## src/rtl/reg_bank_pkg.sv

```systemverilog
// Shared types and constants for the register-bank arbiter.
// Holds the FSM encoding and the requester ids used by the top and the arbiter.
package reg_bank_pkg;

  typedef enum logic [1:0] {
    ST_IDLE   = 2'd0,
    ST_ACCESS = 2'd1,
    ST_DONE   = 2'd2
  } state_t;

  localparam logic ID_SPI  = 1'b0;
  localparam logic ID_CORE = 1'b1;

  localparam int CNT_W = 8;

endpackage

```

## src/rtl/rr_arb2.sv

```systemverilog
// Two-input round-robin arbiter with a last-grant pointer.
// The pointer only moves when a grant is actually issued (i_en high with a request).
module rr_arb2
  import reg_bank_pkg::*;
(
  input  logic       clk,
  input  logic       rst,
  input  logic       i_en,
  input  logic [1:0] i_req,
  output logic       o_gnt_vld,
  output logic       o_gnt_id
);

  logic r_last;
  logic w_id;

  always_comb begin
    w_id = ID_SPI;
    case (i_req)
      2'b10:   w_id = ID_CORE;
      2'b11:   w_id = ~r_last;
      default: w_id = ID_SPI;
    endcase
  end

  assign o_gnt_vld = i_en & (|i_req);
  assign o_gnt_id  = w_id;

  // Pointer starts on the core so the SPI port wins the first tie.
  always_ff @(posedge clk) begin
    if (rst)            r_last <= ID_CORE;
    else if (o_gnt_vld) r_last <= w_id;
  end

endmodule

```

## src/rtl/reg_bank_arbiter.sv

```systemverilog
// Two-requester register-bank arbiter: IDLE -> ACCESS -> DONE, one access in flight.
// Upper address half is a read-only status region; writes there complete with an error.
module reg_bank_arbiter
  import reg_bank_pkg::*;
#(
  parameter int ADDR_W = 4,
  parameter int REG_W  = 8
) (
  input  logic              clk,
  input  logic              rst,
  input  logic              ena,
  input  logic              req0,
  input  logic              wr_rdn0,
  input  logic [ADDR_W-1:0] addr0,
  input  logic [REG_W-1:0]  wdata0,
  output logic              done0,
  output logic [REG_W-1:0]  rdata0,
  output logic              err0,
  input  logic              req1,
  input  logic              wr_rdn1,
  input  logic [ADDR_W-1:0] addr1,
  input  logic [REG_W-1:0]  wdata1,
  output logic              done1,
  output logic [REG_W-1:0]  rdata1,
  output logic              err1,
  output logic              bank_we,
  output logic [ADDR_W-1:0] bank_addr,
  output logic [REG_W-1:0]  bank_wdata,
  input  logic [REG_W-1:0]  bank_rdata,
  output logic              busy,
  output logic [CNT_W-1:0]  acc_count
);

  state_t             r_state, w_state_nxt;
  logic               r_wr;
  logic               r_id;
  logic               r_err;
  logic [ADDR_W-1:0]  r_addr;
  logic [REG_W-1:0]   r_wdata;
  logic [REG_W-1:0]   r_rdata;
  logic [CNT_W-1:0]   r_cnt;

  logic               w_gnt_vld;
  logic               w_gnt_id;
  logic               w_idle;
  logic               w_access;
  logic               w_done;
  logic               w_status;
  logic               w_sel_wr;
  logic [ADDR_W-1:0]  w_sel_addr;
  logic [REG_W-1:0]   w_sel_wdata;

  assign w_idle   = (r_state == ST_IDLE);
  assign w_access = (r_state == ST_ACCESS);
  assign w_done   = (r_state == ST_DONE);
  assign w_status = r_addr[ADDR_W-1];

  rr_arb2 u_arb (
    .clk       (clk),
    .rst       (rst),
    .i_en      (ena & w_idle),
    .i_req     ({req1, req0}),
    .o_gnt_vld (w_gnt_vld),
    .o_gnt_id  (w_gnt_id)
  );

  assign w_sel_wr    = (w_gnt_id == ID_CORE) ? wr_rdn1 : wr_rdn0;
  assign w_sel_addr  = (w_gnt_id == ID_CORE) ? addr1   : addr0;
  assign w_sel_wdata = (w_gnt_id == ID_CORE) ? wdata1  : wdata0;

  always_comb begin
    w_state_nxt = r_state;
    case (r_state)
      ST_IDLE:   if (w_gnt_vld) w_state_nxt = ST_ACCESS;
      ST_ACCESS: w_state_nxt = ST_DONE;
      ST_DONE:   w_state_nxt = ST_IDLE;
      default:   w_state_nxt = ST_IDLE;
    endcase
  end

  always_ff @(posedge clk) begin
    if (rst) begin
      r_state <= ST_IDLE;
      r_wr    <= 1'b0;
      r_id    <= ID_SPI;
      r_err   <= 1'b0;
      r_addr  <= '0;
      r_wdata <= '0;
      r_rdata <= '0;
      r_cnt   <= '0;
    end else begin
      r_state <= w_state_nxt;
      if (w_idle && w_gnt_vld) begin
        r_wr    <= w_sel_wr;
        r_id    <= w_gnt_id;
        r_addr  <= w_sel_addr;
        r_wdata <= w_sel_wdata;
      end
      // Response is resolved during ACCESS so DONE only presents registers.
      if (w_access) begin
        r_rdata <= r_wr ? '0 : bank_rdata;
        r_err   <= r_wr & w_status;
      end
      if (w_done) r_cnt <= r_cnt + 8'd1;
    end
  end

  assign bank_we    = w_access & r_wr & ~w_status;
  assign bank_addr  = w_access ? r_addr  : '0;
  assign bank_wdata = w_access ? r_wdata : '0;

  assign done0  = w_done & (r_id == ID_SPI);
  assign done1  = w_done & (r_id == ID_CORE);
  assign rdata0 = done0 ? r_rdata : '0;
  assign rdata1 = done1 ? r_rdata : '0;
  assign err0   = done0 & r_err;
  assign err1   = done1 & r_err;

  assign busy      = ~w_idle;
  assign acc_count = r_cnt;

endmodule
```

## config.mk

```make
export PLATFORM = sky130hd
export DESIGN_NAME = reg_bank_arbiter
export DESIGN_NICKNAME = d
export VERILOG_FILES = /design/src/rtl/reg_bank_pkg.sv /design/src/rtl/rr_arb2.sv /design/src/rtl/reg_bank_arbiter.sv
export SDC_FILE = /design/constraint.sdc
export NUM_CORES = 1
export LEC_CHECK = 0
export ABC_CLOCK_PERIOD_IN_PS = 5150
export CAP_MARGIN = 20
export CELL_PAD_IN_SITES_DETAIL_PLACEMENT = 1
export CELL_PAD_IN_SITES_GLOBAL_PLACEMENT = 1
export CORE_UTILIZATION = 31
export DETAILED_ROUTE_END_ITERATION = 6
export GPL_ROUTABILITY_DRIVEN = 0
export GPL_TIMING_DRIVEN = 0
export PLACE_DENSITY = 0.95
export SLEW_MARGIN = 20
export SYNTH_ARGS = -nofsm -noshare
export SYNTH_HDL_FRONTEND = slang
export SYNTH_HIERARCHICAL = 1
export SYNTH_SLANG_ARGS = --single-unit
```

## constraint.sdc

```tcl
create_clock -name clk -period 5.15 [get_ports clk]
set_input_delay 1.03 -clock clk [delete_from_list [all_inputs] [get_ports clk]]
set_output_delay 1.03 -clock clk [all_outputs]
set_load 0.01 [all_outputs]
```

==> results of run 1 <==
-- power by group --
group	switching (mW)	internal, mW	total, mW
logic	0.0476	0.0594	0.107
clock network	0.0963	0.108	0.204
registers	0.0101	0.278	0.288
total	0.154	0.445	0.600
-- critical path, delay by kind of cell, from the launching register on --
kind,cells,cell delay (ns)
and+or+nand+nor,2,0.51
buffers and inverters,2,0.92
DFF,1,0.53
-- cell families (layout without fill, tap and decap cells) --
| kind of cell | Yosys count | in the layout | synth area share |
|---|---|---|---|
| AND/OR/NAND/NOR | 90 | 90 | 0.3090 |
| AO/OA/AOI/OAI | 37 | 37 | 0.1415 |
| flip-flops | 34 | 34 | 0.4051 |
| buffers and inverters | 17 | 105 | 0.04319 |
| multiplexers | 14 | 14 | 0.08339 |
| XOR/XNOR | 2 | 2 | 0.01043 |
| adder cells (fa/ha/maj) | 1 | 1 | 0.007445 |
-- path summary, 6_finish.rpt --
path	to	from
setup / recovery	rdata1[6]	r_state[1]
hold / removal	r_rdata[2]	r_rdata[2]
setup reg to reg	r_wdata[1]	r_state[1]
hold reg to reg	r_rdata[2]	r_rdata[2]
-- cells in the mapped netlist, drive strengths merged, types with 2 or more instances --
cell type  instances  area [um2]
a211oi            13       97.59
a21oi             16       83.83
and2              22       137.6
and3              10       62.56
buf                6       31.28
clkbuf             9       33.78
dfxtp             34       680.7
inv                2       7.510
mux2i             14       140.1
nand2             12       45.04
nand2b             2       12.51
nand3              4       20.02
nand3b             9       67.56
nor2              19       71.32
nor2b              2       12.51
nor3b              2       15.01
o21ai              3       15.01
o31ai              2       15.01
or3                3       18.77
or4                2       18.77
-- registers in the layout, indices dropped and copies added, names as in the netlist --
signal,flops
acc_count,8
r_rdata,8
r_wdata,8
r_addr,4
r_state,2
r_err,1
r_id,1
r_wr,1
u_arb/r_last,1
-- layout make-up --
cell class | count | area, um2 | area share
Clock buffer | 7 | 86.33 | 0.03246
Buffer | 15 | 65.06 | 0.02446
Multi-Input combinational cell | 144 | 927.1 | 0.3485
Inverter | 2 | 7.507 | 0.002822
Timing Repair Buffer | 80 | 800.8 | 0.3010
Sequential cell | 34 | 680.7 | 0.2559
Tap cell | 70 | 87.58 | 0.03293
Clock inverter | 1 | 5.005 | 0.001881
-- stage by stage --
step | cells | worst slack (ns) | util | hold WS, ns | instance area, um2
6_report | 353 | 1.876 | 0.5143 | 0.4615 | 2660
3_5_place_dp | 345 | 2.132 | 0.4966 | 0.4548 | 2569
2_1_floorplan | 195 | 2.990 | - | 0.4358 | 1680
4_1_cts | 353 | 1.819 | 0.5143 | 0.4644 | 2660
5_1_grt | 353 | 1.778 | 0.5143 | 0.4885 | 2660
3_3_place_gp | 345 | 2.310 | 0.4966 | 0.4443 | 2569
-- metal layers --
metal / track usage / wire (um)
met3: 0.07011 / 271
met4: 0.04938 / 44
met5: 0 / 0
met2: 0.3681 / 2751
met1: 0.2094 / 2011
==> results.toml, run 1 <==
[worst_hold_path]
worstHoldPathType = "reg2reg"
min_path_cells = 2

[global_route]
grt.total_usage = 0.1967
grt_start_max_net_pins = 11
grt_pass1_vias = 1726
antenna_found_initial = 0
grt_pass1_wl_mm = 8.190
grt_overflow_total = 0

[sta]
rsz0062_at_grt = "false"
slew_viol_final = 0
skew_ns = 0.004444
clock.fmax_mhz = 305.4
slew_headroom = 0.6246
tightest_slew_ns = 0.5632
tns_ns = 0
period_share = 0.6357
fin_crit_ns = 3.274
setup_viol = 0
hold_violations = 0

[drt]
vias = 1737
post_drt_wl_per_cell_um = 14.39
drtPass1Iterations = 4
viasPerCell = 4.921
wirelength_mm = 5.078
drc = 0
drtIter0Drc = 40
postRouteAntennaNets = 0

[power]
power_uw = 599.5
p_leak_nw = 1.008
power_per_cell_area_mw_per_mm2 = 225.4
peakVddDrop_mv = 0.1280

[place]
hpwlAfterDp_mm = 4.022
io_buffer_count = 80

[clock_tree]
cts.reportedPaths.clkPinSlew_ns = 0.07
post_cts_buffers = 0
clkLatencyLatePin_ns = 0.28
cts-resized-gates = 0
clockBufferDepth = 2
cts_tree = "done"
cts_sinks = 34
clockRootBuffer = "clkbuf_8"
cts_made_buffers = 5
postCtsHoldBufs = 0
htreeDepth = 2

[setup_path]
end_kind = "primary output"
cp.required_ns = 4.12
crit_path_cell_trace = "nor2b_1 > clkbuf_1 > and3_1 > clkdlybuf4s50_1"
timing_worst_setup_path_type = "reg2out"
max_stage_delay_ns = 0.55
cp_slowest_cell = "clkdlybuf4s50_1"
cp_max_fo = 10
r2r_slack_ns = 3.05
cp-start-kind = "register"
cp.arrival_ns = 2.24
r2r_cells = 8

[synth]
synth_ff_type = "dfxtp_1"
yosysSeqAreaShare = 0.4051
synth.yosys.warnings = 6
netlist_area_mm2 = 0.001680
synthArstFlopShare = 0
synth_edf_count = 0
synth.distinct_cells = 33
syn_area_per_cell_um2 = 8.617
ys_ff_latch = 34
synthCells = 195
synthesis.nets = 235

[status]
status = "completed"

[floorplanning]
rows = 26
ios = 81
coreArea_mm2 = 0.005172
start_util = 0.3249
die_x_um = 75.63
die_area_mm2 = 0.005719
fp.dieH_um = 75.63

[layout]
final_nets = 322
final_cell_mix = "clkdlybuf4s50_1, dfxtp_1, and2_1"
final_common_cell = "clkdlybuf4s50_1"
nFillCells = 616
diodes = 0
drive_gt1_frac = 0.06007
syn_to_final_growth_pct = 58.30

[job]
maxCapViolations = 0
Note: power is estimated with default switching activity, not from simulation.
==> run 2: changes to the inputs <==
Settings changed: ABC_CLOCK_PERIOD_IN_PS 5150 to 3100, CORE_UTILIZATION 31 to 28, PLACE_DENSITY 0.95 to 0.88.
Clock period 5.15 ns to 3.1 ns, I/O delays scaled along.
==> run 2 against run 1 <==
  * Clock power grew 66%
  * Clock-buffer cell count shrank 1
  * Sequential power grew 67%
  * Cell area grew 0.24%
  * Critical path type unchanged
  * Wire length shrank 2.0%
  * Critical endpoint is now rdata0[5]
  * Total power grew 66%
  * Core utilization shrank 4.2 points
  * Setup slack lost 1.7 ns
  * First-iteration DRC count shrank 10%
==> results.toml, run 2 (same netlist as run 1, synthesis figures left out) <==
[place]
io_buffer_count = 80
hpwlAfterDp_mm = 3.819

[setup_path]
crit_family = "simple AND/OR/NAND/NOR gates"
cp_max_fo = 10
timing_worst_setup_path_type = "reg2out"
cp-start-kind = "register"
cp.arrival_ns = 2.26
max_stage_delay_ns = 0.53
worst-path-buf-inv = 1
crit_path_cell_trace = "nand2b_1 > nor2_1 > and2_1 > clkdlybuf4s50_1"
cp_slowest_cell = "dfxtp_1"
end_kind = "primary output"
cp.required_ns = 2.48

[job]
maxCapViolations = 0

[sta]
fin_crit_ns = 2.877
clock.fmax_mhz = 347.5
tightest_slew_ns = 0.6204
slew_headroom = 0.5849
rsz0062_at_grt = "false"
skew_ns = 0.007292
period_share = 0.9282
hold_violations = 0
tns_ns = 0
slew_viol_final = 0
setup_viol = 0

[clock_tree]
clkLatencyLatePin_ns = 0.29
clockRootBuffer = "clkbuf_8"
cts_tree = "done"
cts.reportedPaths.clkPinSlew_ns = 0.07
clockBufferDepth = 2
cts_made_buffers = 5
htreeDepth = 2
post_cts_buffers = 0
cts-resized-gates = 0
postCtsHoldBufs = 0
cts_sinks = 34

[layout]
syn_to_final_growth_pct = 58.67
nFillCells = 680
drive_gt1_frac = 0.06360
fin_util = 0.4726
multi_input_area_um2 = 927.1
diodes = 0
final_nets = 322
register_area_um2 = 680.7
final_cell_mix = "clkdlybuf4s50_1, dfxtp_1, and2_1"
final_common_cell = "clkdlybuf4s50_1"

[drt]
vias = 1708
postRouteAntennaNets = 0
viasPerCell = 4.811
drtPass1Iterations = 2
drtIter0Drc = 36
drc = 0
post_drt_wl_per_cell_um = 14.01
wirelength_mm = 4.974

[power]
power_frac_seq = 0.481
peakVddDrop_mv = 0.1966
swShare = 0.2580
internal_power_uw = 739.2
power_per_cell_area_mw_per_mm2 = 373.6
p_leak_nw = 1.007
p_switching_uw = 257.1
clkPwrFrac = 0.341
comb_power_share = 0.178

[global_route]
met1_usage = 0.1835
grt_overflow_total = 0
grt_util_met2 = 0.3179
grtUsageMet3 = 0.05143
grt_pass1_vias = 1768
antenna_found_initial = 0
grt-busiest-layer = "met2"
grt_start_max_net_pins = 12
grt.total_usage = 0.1704
grt_pass1_wl_mm = 8.293

[floorplanning]
die_area_mm2 = 0.006315
coreArea_mm2 = 0.005642
die_x_um = 79.47
ios = 81
fp.dieH_um = 79.47
rows = 27
start_util = 0.2978

[status]
status = "completed"

[worst_hold_path]
worstHoldPathType = "reg2reg"
-- run 2: changes by cell type in the layout (fill, tap and decap cells not counted), sizes merged --
cell | before | now
clkinvlp | 0 | 1
clkbuf | 16 | 15
-- run 2: final timing paths --
check | end | from | slack, ns | cells past startpoint
worst max-delay path | rdata0[5] | r_state[1] | 0.22 | 4
worst min-delay path | r_rdata[6] | r_rdata[6] | 0.46 | 2
worst max register to register | r_wdata[0] | r_state[1] | 1.02 | 8
worst min register to register | r_rdata[6] | r_rdata[6] | 0.46 | 2
-- run 2: worst reg2reg max path, stage by stage, from the launching register on --
cell	delay, ns
dfxtp_1	0.41
or2_2	0.35
nor2_1	0.17
o21a_1	0.14
nor3b_1	0.15
buf_2	0.27
buf_4	0.22
nor2_1	0.06
a211oi_1	0.22
-- run 2: power by group through the flow --
stage / Clock (mW) / Combinational, mW / Sequential, mW
after floorplan: 0 / 0.0927 / 0.483
after global placement: 0 / 0.174 / 0.487
after detailed placement: 0 / 0.179 / 0.489
after CTS: 0.349 / 0.180 / 0.480
after global routing: 0.371 / 0.197 / 0.483
final: 0.339 / 0.177 / 0.480
-- run 2: cell type report --
type / count / area share
plain buffers: 15 / 0.02440
clock buffers: 6 / 0.03097
clock inverters: 2 / 0.004693
inverters: 2 / 0.002816
multi-input cells: 144 / 0.3477
flip-flops and latches: 34 / 0.2553
well taps: 72 / 0.03379
repair buffers: 80 / 0.3003
-- run 2: routing by layer --
metal | up-vias | share of wire
li1 | 849 | -
met1 | 794 | 0.41
met2 | 57 | 0.52
met3 | 8 | 0.061
met4 | 0 | 0.010
met5 | - | 0
-- run 2: through the flow --
step           area [um2]  setup slack (ns)  total power, mW  hold WS, ns  instances
3_5_place_dp         2571            0.5307           0.6687       0.4565        347
3_3_place_gp         2571            0.6649           0.6609       0.4447        347
5_1_grt              2666           0.05281            1.051       0.4939        355
2_1_floorplan        1680             1.317           0.5760       0.4358        195
4_1_cts              2666            0.2137            1.008       0.4659        355
6_report             2666            0.2225           0.9963       0.4649        355
==> run 3: changes to the inputs <==
Settings changed: ABC_CLOCK_PERIOD_IN_PS 3100 to 2500, CORE_UTILIZATION 28 to 26, PLACE_DENSITY 0.88 to 0.86.
Clock period 3.1 ns to 2.5 ns, I/O delays scaled along.
==> run 3 against run 2 <==
  * Flip-flop and latch count did not move
  * Hold slack worse by 0.0051 ns
  * Sequential share of layout area is essentially flat
  * Global-route usage shrank 0.92 points
  * Via count is 0.94% lower
  * Critical path type unchanged
==> results.toml, run 3 (same netlist as run 1, synthesis figures left out) <==
[sta]
clock.fmax_mhz = 421.5
slew_headroom = 0.6189
rsz0062_at_grt = "false"
fin_crit_ns = 2.372
tns_ns = 0
period_share = 0.9490
setup_viol = 0
tightest_slew_ns = 0.5717
skew_ns = 0.001516
slew_viol_final = 0
hold_violations = 0

[setup_path]
crit_path_cell_trace = "nor2b_2 > clkbuf_4 > and3_1 > clkdlybuf4s50_1"
max_stage_delay_ns = 0.54
cp_max_fo = 10
timing_worst_setup_path_type = "reg2out"
worst_r2r_endpoint = "r_wdata[1]"
end_kind = "primary output"
cp-start-kind = "register"
cp.arrival_ns = 1.87
crit_family = "buffers and inverters"
cp_slowest_cell = "clkdlybuf4s50_1"
r2r_cells = 8
r2r_slack_ns = 0.45
worst-path-buf-inv = 2
reg2reg_from = "r_state[1]"
startpoint = "r_state[1]"
cp.required_ns = 2.00

[drt]
drtIter0Drc = 30
postRouteAntennaNets = 0
drtPass1Iterations = 3
wirelength_mm = 4.914
viasPerCell = 4.739
drc = 0
vias = 1692
post_drt_wl_per_cell_um = 13.76

[global_route]
grt_pass1_wl_mm = 8.155
grt_util_met2 = 0.2826
antenna_found_initial = 0
met1_usage = 0.1885
grt_pass1_vias = 1727
grtUsageMet3 = 0.05714
grt_overflow_total = 0
grt_start_max_net_pins = 11
grt.total_usage = 0.1612
grt-busiest-layer = "met2"

[layout]
final_nets = 322
syn_to_final_growth_pct = 59.27
final_cell_mix = "clkdlybuf4s50_1, dfxtp_1, and2_1"
diodes = 0
nFillCells = 724
fin_util = 0.4416
final_common_cell = "clkdlybuf4s50_1"
drive_gt1_frac = 0.08511

[status]
status = "completed"

[power]
p_leak_nw = 1.012
peakVddDrop_mv = 0.2247
power_per_cell_area_mw_per_mm2 = 445.3

[clock_tree]
cts_tree = "done"
postCtsHoldBufs = 0
htreeDepth = 2
clockBufferDepth = 2
cts.reportedPaths.clkPinSlew_ns = 0.07
cts_sinks = 34
clockRootBuffer = "clkbuf_8"
cts_made_buffers = 5
clkLatencyLatePin_ns = 0.27

[floorplanning]
die_area_mm2 = 0.006788
start_util = 0.2773
ios = 81
fp.dieH_um = 82.39
coreArea_mm2 = 0.006061
die_x_um = 82.39
rows = 28

[place]
io_buffer_count = 80
hpwlAfterDp_mm = 3.728

[job]
maxCapViolations = 0

[worst_hold_path]
holdPathEnd = "r_rdata[3]"
min-delay-start = "r_rdata[3]"
worstHoldPathType = "reg2reg"
min_path_cells = 2
run 3: cell types whose count changed in the layout (fill, tap and decap cells not counted), moves of 2 or more:
cell and delta:
dfxtp_2 +2, clkbuf_1 -2, dfxtp_1 -2, clkbuf_2 +3
run 3: power breakdown:
group          total [mW]  internal, mW  switching, mW
Sequential          0.595         0.574         0.0209
Combinational       0.223         0.124         0.0993
Clock               0.374         0.192          0.182
Total                1.19         0.890          0.302
run 3: through the flow:
stage | setup WS (ns) | cell area (um2) | std cells | hold WS [ns] | total power [mW]
floorplan | 0.7170 | 1680 | 195 | 0.4358 | 0.7142
finish | 0.1275 | 2676 | 357 | 0.4598 | 1.192
detailed placement | 0.07562 | 2575 | 350 | 0.4559 | 0.8287
global placement | 0.1698 | 2575 | 350 | 0.4450 | 0.8208
global route | 0.04743 | 2676 | 357 | 0.4813 | 1.262
CTS | 0.01113 | 2664 | 357 | 0.4638 | 1.207
run 3: worst min-delay path, delay by kind of cell (launching register included):
family | cells | cell delay (ns)
AND/OR/NAND/NOR | 1 | 0.05
flip-flops | 1 | 0.31
AO/OA/AOI/OAI | 1 | 0.05
run 3: final cells by class:
class | count | area, um2 | area share
multi-input combinational | 144 | 942.2 | 0.3520
timing repair buffer | 80 | 800.8 | 0.2992
sequential | 34 | 683.2 | 0.2553
tap | 75 | 93.84 | 0.03506
clock buffer | 7 | 76.32 | 0.02852
buffer | 15 | 72.57 | 0.02712
inverter | 2 | 7.507 | 0.002805
run 3: per-layer routing:
metal | part of all wire | vias to the layer above
li1 | - | 847
met4 | 0.0047 | 0
met3 | 0.074 | 2
met5 | 0 | -
met2 | 0.50 | 57
met1 | 0.42 | 786
run 3: repair_timing:
action	in CTS	in global routing
buffers inserted	0	0
resized for setup	6	7
setup endpoints to repair	32	11
run 3: worst max path at each step:
stage | to | depth (start not counted)
3_3_place_gp | rdata1[5] | 4
5_1_grt | bank_wdata[7] | 4
3_5_place_dp | rdata0[6] | 4
6_report | rdata1[6] | 4
4_1_cts | bank_we | 4
2_1_floorplan | r_wr | 8
